**config.mk**
```make
export PLATFORM = sky130hd
export DESIGN_NAME = sync_fifo_hs_flat
export DESIGN_NICKNAME = d
export VERILOG_FILES = /design/src/rtl/sync_fifo_hs_if.sv /design/src/rtl/sync_fifo_hs.sv /design/src/flat_wrapper.sv
export SDC_FILE = /design/constraint.sdc
export NUM_CORES = 1
export LEC_CHECK = 0
export ABC_AREA = 0
export BUFFER_PORTS_ARGS = -buffer_cell sky130_fd_sc_hd__buf_2
export CAP_MARGIN = 20
export CORE_MARGIN = 1.5
export CORE_UTILIZATION = 53
export CTS_CLUSTER_DIAMETER = 40
export DETAILED_ROUTE_END_ITERATION = 8
export PLACE_DENSITY = 0.75
export SLEW_MARGIN = 20
export SYNTH_ARGS = -nofsm -noshare
export SYNTH_HDL_FRONTEND = slang
export SYNTH_SLANG_ARGS = --single-unit
```
**constraint.sdc**
```tcl
create_clock -name clk -period 2.8 [get_ports clk]
set_input_delay 0.14 -clock clk [delete_from_list [all_inputs] [get_ports clk]]
set_output_delay 0.14 -clock clk [all_outputs]
set_load 0.02 [all_outputs]
```
**src/rtl/sync_fifo_hs_if.sv**
```systemverilog
// Valid/ready handshake bundle for sync_fifo_hs: a write channel into the FIFO and a
// first-word-fall-through read channel out of it.
interface sync_fifo_hs_if #(
    parameter int unsigned DATA_W = 8
) ();
    logic              i_wr_valid;
    logic [DATA_W-1:0] i_wr_data;
    logic              o_wr_ready;
    logic              o_rd_valid;
    logic [DATA_W-1:0] o_rd_data;
    logic              i_rd_ready;

    // FIFO side
    modport slave (
        input  i_wr_valid,
        input  i_wr_data,
        input  i_rd_ready,
        output o_wr_ready,
        output o_rd_valid,
        output o_rd_data
    );

    // Producer/consumer side
    modport master (
        output i_wr_valid,
        output i_wr_data,
        output i_rd_ready,
        input  o_wr_ready,
        input  o_rd_valid,
        input  o_rd_data
    );
endinterface

```
**src/rtl/sync_fifo_hs.sv**
```systemverilog
// Single-clock register FIFO with valid/ready on both sides, FWFT read data, arbitrary
// depth, live almost-full/empty thresholds, flush, sticky overflow and high-water mark.
module sync_fifo_hs #(
    parameter int unsigned DATA_W = 8,
    parameter int unsigned DEPTH  = 12,
    parameter int unsigned CNT_W  = $clog2(DEPTH + 1)
) (
    input  logic             clk,
    input  logic             rstn,
    sync_fifo_hs_if.slave    bus,
    input  logic             i_flush,
    input  logic             i_clr_stat,
    input  logic [CNT_W-1:0] i_afull_th,
    input  logic [CNT_W-1:0] i_aempty_th,
    output logic [CNT_W-1:0] o_level,
    output logic             o_afull,
    output logic             o_aempty,
    output logic             o_full,
    output logic             o_empty,
    output logic             o_ovf,
    output logic [CNT_W-1:0] o_peak
);

    localparam int unsigned      PTR_W    = (DEPTH > 1) ? $clog2(DEPTH) : 1;
    localparam logic [CNT_W-1:0] DEPTH_C  = CNT_W'(DEPTH);
    localparam logic [PTR_W-1:0] LAST_PTR = PTR_W'(DEPTH - 1);

    // INIT holds off writes for one cycle after reset release
    typedef enum logic {
        ST_INIT = 1'b0,
        ST_RUN  = 1'b1
    } state_e;

    state_e             state_q, state_d;
    logic [PTR_W-1:0]   wrptr_q, wrptr_d;
    logic [PTR_W-1:0]   rdptr_q, rdptr_d;
    logic [CNT_W-1:0]   level_q, level_d;
    logic               ovf_q, ovf_d;
    logic [CNT_W-1:0]   peak_q, peak_d;
    logic [DATA_W-1:0]  mem_q [DEPTH];

    logic init_done;
    logic full;
    logic empty;
    logic wr_ready;
    logic rd_valid;
    logic wr_acc;
    logic rd_acc;
    logic ovf_set;

    assign init_done = (state_q == ST_RUN);
    assign full      = (level_q == DEPTH_C);
    assign empty     = (level_q == '0);
    assign wr_ready  = init_done & ~full & ~i_flush;
    assign rd_valid  = ~empty & ~i_flush;
    assign wr_acc    = bus.i_wr_valid & wr_ready;
    assign rd_acc    = rd_valid & bus.i_rd_ready;
    assign ovf_set   = init_done & bus.i_wr_valid & full & ~i_flush;

    // Next-state: init sequencing, pointers, occupancy and statistics
    always_comb begin
        state_d = state_q;
        wrptr_d = wrptr_q;
        rdptr_d = rdptr_q;
        level_d = level_q;
        ovf_d   = ovf_q;
        peak_d  = peak_q;

        if (state_q == ST_INIT) begin
            state_d = ST_RUN;
        end

        if (i_flush) begin
            wrptr_d = '0;
            rdptr_d = '0;
            level_d = '0;
        end else begin
            if (wr_acc) begin
                wrptr_d = (wrptr_q == LAST_PTR) ? '0 : wrptr_q + PTR_W'(1);
            end
            if (rd_acc) begin
                rdptr_d = (rdptr_q == LAST_PTR) ? '0 : rdptr_q + PTR_W'(1);
            end
            if (wr_acc && !rd_acc) begin
                level_d = level_q + CNT_W'(1);
            end else if (rd_acc && !wr_acc) begin
                level_d = level_q - CNT_W'(1);
            end
        end

        // A coincident overflow outranks the clear
        if (ovf_set) begin
            ovf_d = 1'b1;
        end else if (i_clr_stat) begin
            ovf_d = 1'b0;
        end

        if (i_clr_stat || (level_d > peak_q)) begin
            peak_d = level_d;
        end
    end

    always_ff @(posedge clk) begin
        if (!rstn) begin
            state_q <= ST_INIT;
            wrptr_q <= '0;
            rdptr_q <= '0;
            level_q <= '0;
            ovf_q   <= 1'b0;
            peak_q  <= '0;
        end else begin
            state_q <= state_d;
            wrptr_q <= wrptr_d;
            rdptr_q <= rdptr_d;
            level_q <= level_d;
            ovf_q   <= ovf_d;
            peak_q  <= peak_d;
        end
    end

    // Storage carries no reset; contents are meaningless until written
    always_ff @(posedge clk) begin
        if (wr_acc) begin
            mem_q[wrptr_q] <= bus.i_wr_data;
        end
    end

    assign bus.o_wr_ready = wr_ready;
    assign bus.o_rd_valid = rd_valid;
    assign bus.o_rd_data  = mem_q[rdptr_q];

    assign o_level  = level_q;
    assign o_full   = full;
    assign o_empty  = empty;
    assign o_afull  = (level_q >= i_afull_th) | ~init_done;
    assign o_aempty = (level_q <= i_aempty_th);
    assign o_ovf    = ovf_q;
    assign o_peak   = peak_q;

endmodule

```
**src/flat_wrapper.sv**
```systemverilog
// flat-port wrapper written by rule: the top's interface ports become plain ports
module sync_fifo_hs_flat 
#(
    parameter int unsigned DATA_W = 8,
    parameter int unsigned DEPTH  = 12,
    parameter int unsigned CNT_W  = $clog2(DEPTH + 1)
)
  (clk, rstn, i_flush, i_clr_stat, i_afull_th, i_aempty_th, o_level, o_afull, o_aempty, o_full, o_empty, o_ovf, o_peak, bus_i_wr_valid, bus_i_wr_data, bus_i_rd_ready, bus_o_wr_ready, bus_o_rd_valid, bus_o_rd_data);
  sync_fifo_hs_if #(.DATA_W(DATA_W)) bus_i ();
  input  logic clk;
  input  logic rstn;
  input  logic i_flush;
  input  logic i_clr_stat;
  input  logic [CNT_W-1:0] i_afull_th;
  input  logic [CNT_W-1:0] i_aempty_th;
  output logic [CNT_W-1:0] o_level;
  output logic o_afull;
  output logic o_aempty;
  output logic o_full;
  output logic o_empty;
  output logic o_ovf;
  output logic [CNT_W-1:0] o_peak;
  input wire logic [$bits(bus_i.i_wr_valid)-1:0] bus_i_wr_valid;
  input wire logic [$bits(bus_i.i_wr_data)-1:0] bus_i_wr_data;
  input wire logic [$bits(bus_i.i_rd_ready)-1:0] bus_i_rd_ready;
  output wire logic [$bits(bus_i.o_wr_ready)-1:0] bus_o_wr_ready;
  output wire logic [$bits(bus_i.o_rd_valid)-1:0] bus_o_rd_valid;
  output wire logic [$bits(bus_i.o_rd_data)-1:0] bus_o_rd_data;
  assign bus_i.i_wr_valid = bus_i_wr_valid;
  assign bus_i.i_wr_data = bus_i_wr_data;
  assign bus_i.i_rd_ready = bus_i_rd_ready;
  assign bus_o_wr_ready = bus_i.o_wr_ready;
  assign bus_o_rd_valid = bus_i.o_rd_valid;
  assign bus_o_rd_data = bus_i.o_rd_data;
  sync_fifo_hs #(.DATA_W(DATA_W), .DEPTH(DEPTH), .CNT_W(CNT_W)) u_core (.clk(clk), .rstn(rstn), .bus(bus_i), .i_flush(i_flush), .i_clr_stat(i_clr_stat), .i_afull_th(i_afull_th), .i_aempty_th(i_aempty_th), .o_level(o_level), .o_afull(o_afull), .o_aempty(o_aempty), .o_full(o_full), .o_empty(o_empty), .o_ovf(o_ovf), .o_peak(o_peak));
endmodule
```
### After elaboration in Yosys (flattened, before gate mapping)

Memory sizes are Yosys's and may differ from the RTL's. A register that Yosys moved wholly into a read port is not among the register bits.
Cells that the tools add are included.

| storage, ports and cells | value |
|---|---|
| bits in registers | 18 |
| bits in latches | 0 |
| RAM bits | 96 |
| ROM bits | 0 |
| bits of input ports | 22 |
| output and inout bits | 23 |
| word-level logic and storage cells | 51 |
| memories | 1 |

| cells by class | value |
|---|---|
| add/sub/neg operators | 4 |
| $mul | 0 |
| div/mod/pow operators | 0 |
| magnitude comparators | 3 |
| equal/unequal tests | 3 |
| shift operators | 0 |
| multiplexer cells | 12 |
| bitwise logic cells | 14 |
| reductions and logical operators | 8 |

Memory list:

| memory | depth | bits a word | read ports | clocked after Yosys merged registers in | write ports | RTL line | source |
|---|---|---|---|---|---|---|---|
| u_core.mem_q | 12 | 8 | 1 | 1 | 1 | sync_fifo_hs.sv:40 | `logic [DATA_W-1:0] mem_q [DEPTH];` |

Operator list:

| cell | number |
|---|---|
| $mux W4 | 7 |
| $add A4 B1 Y4 const B | 3 |
| $eq A4 B4 Y1 const B | 3 |
| $and A1 B1 Y1 | 8 |
| $mux W1 | 5 |
| $not A1 Y1 | 5 |
| $ge A4 B4 Y1 | 1 |
| $gt A4 B4 Y1 | 1 |
| $le A4 B4 Y1 | 1 |
| $logic_not A4 Y1 | 1 |
| $sub A4 B1 Y4 const B | 1 |
| $logic_and A1 B1 Y1 | 2 |
| $logic_not A1 Y1 | 2 |
| $reduce_bool A2 Y1 | 1 |
| $reduce_or A2 Y1 | 1 |
| $logic_or A1 B1 Y1 | 1 |
| $or A1 B1 Y1 | 1 |

### Logic depth before layout (Yosys ltp)

Gate-level depths: netlist of the first run.

| logic depth | value |
|---|---|
| depth in word-level cells | 12 |
| mapped depth | 14 |
| gate-level depth less buffers | 14 |

### Worst setup path before layout of the first run

Ideal clock, no wire load.

| path | value |
|---|---|
| path kind | reg2reg |
| start | reg u_core.level_q[0] (netlist: u_core.o_level[0]) |
| end | reg u_core.peak_q[2] (netlist: u_core.o_peak[2]) |
| library setup time | 116 ps |
| arrival time | 3114 ps |
| required time | 2684 ps |
| path slack | -429 ps |
| cell stages (with the launch flop) | 14 |
| path buffers | 0 |
| period minus slack after synthesis | 3229 ps |
| cells stage by stage | dfxtp_1 inv_1 ha_1 nor3b_2 nor2_2 maj3_2 mux2i_1 nor2_1 ha_1 nor2b_1 o211ai_1 a21oi_1 or2_2 a31o_1 |

| on the way | value |
|---|---|
| elaborated cells between the ends (all ways) | 20 |
| classes of those cells | 2 x add/sub; 1 x order compare; 1 x eq/ne; 3 x mux; 7 x bitwise; 6 x reduce/logical |

RTL lines:

| item | RTL line | source |
|---|---|---|
| from (decl) | sync_fifo_hs.sv:37 | `logic [CNT_W-1:0] level_q, level_d;` |
| from (signal assigned) | sync_fifo_hs.sv:115 | `level_q <= level_d;` |
| $logic_not A4 Y1 (*) | sync_fifo_hs.sv:53 | `assign empty = (level_q == '0);` |
| net o_empty | flat_wrapper.sv:20 | `output logic o_empty;` |
| $not A1 Y1 (*) | sync_fifo_hs.sv:55 | `assign rd_valid = ~empty & ~i_flush;` |
| $and A1 B1 Y1 (*) | sync_fifo_hs.sv:55 |  |
| $and A1 B1 Y1 (*) | sync_fifo_hs.sv:57 | `assign rd_acc = rd_valid & bus.i_rd_ready;` |
| $logic_and A1 B1 Y1 / $logic_not A1 Y1 (equally long branches) | sync_fifo_hs.sv:86, sync_fifo_hs.sv:84 |  |
| $mux W4 / $logic_and A1 B1 Y1 (equally long branches) | sync_fifo_hs.sv:86, sync_fifo_hs.sv:84 |  |
| $mux W4 (*) | sync_fifo_hs.sv:84 | `if (wr_acc && !rd_acc) begin` |
| $mux W4 (*) | sync_fifo_hs.sv:73 | `if (i_flush) begin` |
| net u_core.level_d[1] | sync_fifo_hs.sv:37 |  |
| $gt A4 B4 Y1 (*) | sync_fifo_hs.sv:98 | `if (i_clr_stat \|\| (level_d > peak_q)) begin` |
| $logic_or A1 B1 Y1 (*) | sync_fifo_hs.sv:98 |  |
| to (signal assigned) | sync_fifo_hs.sv:117 | `peak_q <= peak_d;` |
| to (decl) | sync_fifo_hs.sv:39 | `logic [CNT_W-1:0] peak_q, peak_d;` |

Mark *: on every way through the listed nets, which the timed path passes. The rest lies on a longest branch.
A chain may end at the register's enable or synchronous reset.

### Final worst setup path of the first run

| path | value |
|---|---|
| start | reg u_core.level_q[0] (netlist: u_core.o_level[0]) |
| end | reg u_core.peak_q[2] (netlist: u_core.o_peak[2]) |

| on the way | value |
|---|---|
| cells in the longest elaborated chain, start to end | 12 |
| elaborated cells between the ends (all ways) | 20 |
| classes of those cells | 2 x add/sub; 1 x order compare; 1 x eq/ne; 3 x mux; 7 x bitwise; 6 x reduce/logical |

Ends and longest elaborated chain:

| item | RTL line | source |
|---|---|---|
| $eq A4 B4 Y1 | sync_fifo_hs.sv:52 | `assign full = (level_q == DEPTH_C);` |
| $not A1 Y1 | sync_fifo_hs.sv:54 | `assign wr_ready = init_done & ~full & ~i_flush;` |
| $and A1 B1 Y1 (2 in series) | sync_fifo_hs.sv:54 |  |
| $and A1 B1 Y1 | sync_fifo_hs.sv:56 | `assign wr_acc = bus.i_wr_valid & wr_ready;` |
| $logic_not A1 Y1 | sync_fifo_hs.sv:86 | `end else if (rd_acc && !wr_acc) begin` |
| $logic_and A1 B1 Y1 | sync_fifo_hs.sv:86 |  |
| $mux W4 | sync_fifo_hs.sv:86 |  |
| $mux W4 (*) | sync_fifo_hs.sv:84 |  |
| $mux W4 (*) | sync_fifo_hs.sv:73 |  |
| net u_core.level_d[1] | sync_fifo_hs.sv:37 |  |
| $gt A4 B4 Y1 (*) | sync_fifo_hs.sv:98 |  |
| $logic_or A1 B1 Y1 (*) | sync_fifo_hs.sv:98 |  |

Marked as above.

==> results.md, run 1 <==
- Status: finished, final reports clean
- Synth Register Bits: 118
- Post-detail-place hpwl: 6443 um
- Final instance count without filler cells: 556
- Post-Place Setup Slack: 43.31 ps
- Final WL: 11,140 um
- Cell count after synthesis: 327
- Vias in the first global route: 3,114
- Setup crit start kind: flip-flop
- DRT Pass-1 Iters: 5
- Post-route minimum period: 2752 ps
- Min-delay worst type: primary input to flip-flop
- Unrepaired setup endpoints after global routing: true
- Switch Pwr: 0.8470 mW
- Worst hold path cell count: 4
- Worst Skew: 10.95 ps
- Pin count of the biggest net entering global routing: 25
- Critical Path Start: u_core.o_level[0]$_SDFF_PN0_
- Combinational Power Share: 0.034
- Worst R2R Start: u_core.o_level[0]$_SDFF_PN0_
- CP arrival: 3160 ps
- Initial DRC count: 185
- Placed cell count: 501
- Fmax: 363.4 MHz
- Post-synth net total: 368
- Yosys cell types: 46
- CTS max path bufs: 2
- Cell Area, Synth: 5074 sq um
- Peak supply drop: 531.8 uV
- Core area: 9240 sq um
- Clk sink count: 118
- Sw Share: 0.1870
- Synth warnings: 0
- Post-detailed-route via-to-cell ratio: 5.540
- Final Core Density: 0.6988
- Setup CP Type: flip-flop to flip-flop
- Final Hold Viols: 0
- Routed vias: 3,080
- Gp weighted congestion: 0.8231
- First-pass GRT wire length: 16,680 um
- Global route overflow: 0
- Worst slew pin tran: 908.8 ps
- # DRC: 0
- Layout fillers: 590
- Cell Int Power: 3.684 mW
- Reg2reg path depth: 14
- Post-route ant nets: 0
- Port buffer count: 44
- Hold Path Origin: bus_i_wr_valid
- DR WL/cell: 20.03 um
- N_diodes: 0
- LEAKAGE: 2.340 nW
- Slew margin rel.: 0.3933
- Initial antenna violation count: 0
- Sequential-to-total area share from yosys stat: 0.6550
- Total GRT Usage: 0.2310
- Htree depth: 4
- Setup violations, final: 0
- Top-level I/O count: 45
- Crit-path max FO: 7
- CP endpoint kind: flip-flop
- Clock Tree Root: clkbuf_8
- Worst-case hold path end point: u_core.o_ovf$_SDFFE_PN0P_
- Final worst setup slack: 48.23 ps
- Cts bufs inserted: 17
- Avg Cell Area, Syn: 15.52 sq um
- Reg power frac: 0.420
- Clock Latency Late Sink: 520 ps
- Starting Density: 0.5491
- Layout cells sized above 1: 0.3419
- R2r setup slk: 50 ps
- Worst path required time: 3210 ps
- CTS tree: built
- Site row count: 35
- Final TNS setup: 0 ps
- Final period utilization: 0.9828
- Clock slew at reported path FFs: 60 ps
- Max Transition Viols Final: 0
- Die Area: 10,170 sq um
- Clock Power Share: 0.545
- Area grow syn2layout: 27.27%
- Power Total: 4.531 mW
- R2R Path End: u_core.o_peak[2]$_SDFFE_PN0P_
- Max Cap Violations: 0
- Die Wd: 100.8 um
- Layout net count: 455
- Power Dens Cells: 701.6 nW/um^2
- Die Span Y: 100.8 um
==> registers in the layout, summed over array words and instances (netlist names), named ones only <==
| register | count |
|---|---|
| u_core.o_ovf | 1 |
| u_core.mem_q | 96 |
| u_core.o_peak | 4 |
| u_core.rdptr_q | 4 |
| u_core.wrptr_q | 4 |
| u_core.o_level | 4 |
| u_core.init_done | 1 |
==> metrics by stage <==
step	cell area, sq um	hold slack, ps
3_5_place_dp	5542	378.7
2_1_floorplan	5114	167.7
3_3_place_gp	5542	373.7
6_report	6457	80.17
5_1_grt	6457	107.9
4_1_cts	6326	44.74
==> cell usage in the layout (no fill, tap or decap), drive strengths merged, types with 4 or more instances in the layout <==
cell type	count
mux2i	12
o21ai	17
and3	8
mux4	24
clkinv	4
nand2	23
nor2	15
inv	16
dlygate4sd3	11
ha	19
a21oi	10
and2	7
nor2b	5
clkbuf	19
dfxtp	22
edfxtp	96
bufinv	7
buf	69
nand2b	6
nor3	6
==> Yosys cell counts, drive strengths merged <==
library cell / n / share of area
edfxtp: 96 / 0.57
mux4: 24 / 0.11
nand2: 23 / 0.017
dfxtp: 22 / 0.087
ha: 19 / 0.047
o21ai: 17 / 0.017
inv: 16 / 0.012
nor2: 15 / 0.013
mux2i: 12 / 0.024
a21oi: 10 / 0.0099
and3: 8 / 0.0099
buf: 8 / 0.0072
and2: 7 / 0.0086
nand2b: 6 / 0.0074
nor3: 6 / 0.0059
nor2b: 5 / 0.0062
clkbuf: 4 / 0.0030
o22ai: 3 / 0.0037
xnor2: 3 / 0.0052
maj3: 2 / 0.0042
nand3: 2 / 0.0044
nand3b: 2 / 0.0054
nor3b: 2 / 0.0039
o211ai: 2 / 0.0030
or2: 2 / 0.0025
a211oi: 1 / 0.0015
a22oi: 1 / 0.0015
a31o: 1 / 0.0017
a31oi: 1 / 0.0012
a41o: 1 / 0.0020
and3b: 1 / 0.0017
and4: 1 / 0.0017
nand4: 1 / 0.0012
o2111ai: 1 / 0.0017
o21bai: 1 / 0.0015
o32ai: 1 / 0.0032
==> worst max-delay path: stages, from the launching register on <==
cell	delay (ps)
dfxtp_4	360
inv_4	70
ha_4	160
nand3_4	100
inv_4	100
nor2_4	60
maj3_1	340
mux2i_2	200
nor2_1	70
ha_1	290
nor2b_4	130
o211ai_1	200
a21oi_2	90
or2_4	250
a31o_1	210
==> layer usage <==
metal | GRT usage | up-vias | share of wire
met4 | 0.1051 | 0 | 0.017
met3 | 0.04646 | 20 | 0.044
met5 | 0 | - | 0
met1 | 0.2874 | 1520 | 0.41
met2 | 0.3919 | 113 | 0.52
li1 | - | 1427 | -
==> power groups by stage <==
stage          clock, mW  sequential [mW]  combinational [mW]
2_1_floorplan          0             1.94              0.0691
3_3_place_gp           0             1.94               0.126
3_5_place_dp           0             1.94               0.130
4_1_cts             2.49             1.90               0.143
5_1_grt             2.55             1.90               0.172
6_report            2.47             1.90               0.156
==> cell type report <==
type                       count  area [sq um]  area share
clock buffer                  19         421.7     0.06530
clock inverter                13         252.7     0.03914
inverter                      16         65.06     0.01008
multi-input combinational    181          1707      0.2643
sequential                   118          3332      0.5160
tap                          129         161.4     0.02500
timing repair buffer          80         518.0     0.08022
==> repair_timing <==
item / 4_1_cts / 5_1_grt
endpoints found under the hold margin: 103 / 0
hold buffers: 11 / 0
setup endpoints to repair: 0 / 4
setup buffers: 0 / 12
resized for setup: 0 / 11
==> cells by family (layout without fill, tap and decap cells) <==
kind of cell	count (synthesis)	in the layout	share of synthesized area
flops	118	118	0.6550
simple gates	81	81	0.08903
compound gates	40	40	0.04760
mux	36	36	0.1302
buf+inv	28	128	0.02194
fa+ha+maj	21	21	0.05105
xor+xnor	3	3	0.005180
==> worst max path at each step <==
stage	to
floorplan	u_core.o_peak[2]$_SDFFE_PN0P_
global placement	u_core.o_peak[2]$_SDFFE_PN0P_
detailed placement	u_core.o_peak[2]$_SDFFE_PN0P_
CTS	u_core.o_peak[2]$_SDFFE_PN0P_
global route	u_core.o_peak[2]$_SDFFE_PN0P_
finish	u_core.o_peak[2]$_SDFFE_PN0P_
Power figures use the tool's default switching activity.
==> inputs of run 2 (changes only) <==
--- a/config.mk
+++ b/config.mk
@@ -12,6 +12,7 @@
 export CORE_UTILIZATION = 53
 export CTS_CLUSTER_DIAMETER = 40
 export DETAILED_ROUTE_END_ITERATION = 8
+export GPL_TIMING_DRIVEN = 0
 export PLACE_DENSITY = 0.75
 export SLEW_MARGIN = 20
 export SYNTH_ARGS = -nofsm -noshare
==> results.md, run 2 (synthesis gave the netlist of run 1 again) <==
- Commonest non-fill, non-tap cell in the layout: edfxtp_1
- Unrepaired setup endpoints after global routing: true
- Clock Latency Late Sink: 500 ps
- First-pass GRT wire length: 16,110 um
- Clock Power Share: 0.500
- Total GRT Usage: 0.2218
- Post-detailed-route via-to-cell ratio: 5.589
- N_diodes: 0
- Routed vias: 3,085
- Die Span Y: 100.8 um
- Gp weighted congestion: 0.8014
- LEAKAGE: 2.256 nW
- Post-Place Setup Slack: -159.0 ps
- Layout fillers: 615
- Top-level I/O count: 45
- Core area: 9240 sq um
- Max reg flops: 96
- Site row count: 35
- Area grow syn2layout: 24.02%
- Most flops, register: u_core.mem_q
- Sw Share: 0.2124
- Worst Skew: 6.591 ps
- Post-detail-place hpwl: 6714 um
- Peak supply drop: 372.6 uV
- Global route overflow: 0
- Reg power frac: 0.464
- DRT Pass-1 Iters: 4
- Max Transition Viols Final: 0
- Setup CP Type: flip-flop to flip-flop
- Multi-input logic area: 1712 sq um
- Worst hold path cell count: 3
- Layout net count: 451
- Vias in the first global route: 3,032
- Placed cell count: 501
- Final instance count without filler cells: 552
- Clock Tree Root: clkbuf_8
- Final worst setup slack: -25.31 ps
- Switch Pwr: 0.8717 mW
- Port buffer count: 44
- Violated checks: setup timing
- Post-DP Area: 5508 sq um
- Setup violations, final: 2
- Most frequent cells in the layout: 96 x edfxtp_1, 50 x buf_2, 24 x mux4_2
- Reg area: 3333 sq um
- Max Cap Violations: 0
- Die Wd: 100.8 um
- Final Core Density: 0.6810
- Cts bufs inserted: 17
- Min-delay worst type: primary input to flip-flop
- Combinational Power Share: 0.036
- Final period utilization: 1.009
- Status: complete, but fails checks
- Worst slew pin tran: 621.5 ps
- Post-route design area: 6292 sq um
- Initial antenna violation count: 0
- CP arrival: 3220 ps
- Final WL: 10,610 um
- Post-route minimum period: 2825 ps
- Final Hold Viols: 0
- Reg2reg path depth: 13
- CTS tree: built
- Clk sink count: 118
- Layout cells sized above 1: 0.3333
- Setup crit start kind: flip-flop
- Cell Int Power: 3.233 mW
- # DRC: 0
- Starting Density: 0.5491
- DR WL/cell: 19.23 um
- Fmax: 353.9 MHz
- CTS max path bufs: 2
- Worst path required time: 3200 ps
- Post-route ant nets: 0
- Power Dens Cells: 652.4 nW/um^2
- Initial DRC count: 235
- CP endpoint kind: flip-flop
- Htree depth: 4
- Slew margin rel.: 0.5857
- Clock slew at reported path FFs: 60 ps
- Die Area: 10,170 sq um
- Pin count of the biggest net entering global routing: 17
- Crit-path max FO: 4
run 2: changes by cell type in the layout (fill, tap and decap cells not counted), sizes merged:
cell         delta
bufinv          -5
clkbuf          +2
dlygate4sd3     -2
clkinv          +4
buf             -6
inv             +3
run 2: final timing paths:
kind / startpoint / slack, ps / endpoint
min reg2reg: u_core.o_peak[1]$_SDFFE_PN0P_ / 500 / u_core.o_peak[1]$_SDFFE_PN0P_
max: u_core.o_level[0]$_SDFF_PN0_ / -30 / u_core.o_peak[2]$_SDFFE_PN0P_
min: i_clr_stat / 20 / u_core.o_peak[0]$_SDFFE_PN0P_
max reg2reg: u_core.o_level[0]$_SDFF_PN0_ / -30 / u_core.o_peak[2]$_SDFFE_PN0P_
run 2: area by class of cell:
cell class	instances	area share
Tap cell	129	0.02565
Inverter	16	0.01074
Timing Repair Buffer	64	0.06303
Clock buffer	17	0.06582
Clock inverter	15	0.02466
Buffer	12	0.008352
Multi-Input combinational cell	181	0.2720
Sequential cell	118	0.5297
run 2: repair_timing:
| item | 4_1_cts | 5_1_grt |
|---|---|---|
| gates resized for setup | 7 | 7 |
| setup buffers | 1 | 9 |
| gates cloned | 0 | 0 |
| setup endpoints to repair | 12 | 4 |
| hold endpoints to repair | 97 | 0 |
| hold buffers | 9 | 0 |
| pin swaps | 0 | 9 |
run 2: power by group through the flow:
stage / Combinational (mW) / Clock [mW] / Sequential [mW]
final: 0.148 / 2.05 / 1.90
after global routing: 0.162 / 2.14 / 1.90
after CTS: 0.139 / 2.07 / 1.90
after detailed placement: 0.126 / 0 / 1.94
after global placement: 0.121 / 0 / 1.94
after floorplan: 0.0691 / 0 / 1.94
run 2: per-layer routing:
metal  GRT usage  up-vias  part of all wire
li1            -     1428                 -
met1      0.2816     1540              0.42
met2      0.3690      103              0.51
met3     0.05964       14             0.059
met4     0.07909        0             0.012
met5           0        -                 0
run 2: worst max-delay path, cell delays in order, from the launching register on:
cell	delay, ps
dfxtp_4	360
inv_6	70
ha_4	160
nor3b_4	250
nor2_4	80
maj3_2	330
mux2i_4	200
nor2_2	70
ha_1	300
nor2b_4	130
o211ai_1	210
a21oi_2	110
or2_4	280
a31o_1	170
run 2: per-stage QoR:
stage               setup TNS, ps  hold slack (ps)  total power, mW
floorplan                  -40.17            167.7            2.011
global placement           -112.6            256.2            2.061
detailed placement         -205.4            261.4            2.067
CTS                        -29.69            1.453            4.110
global route               -353.5            14.10            4.210
finish                     -42.00            20.66            4.105
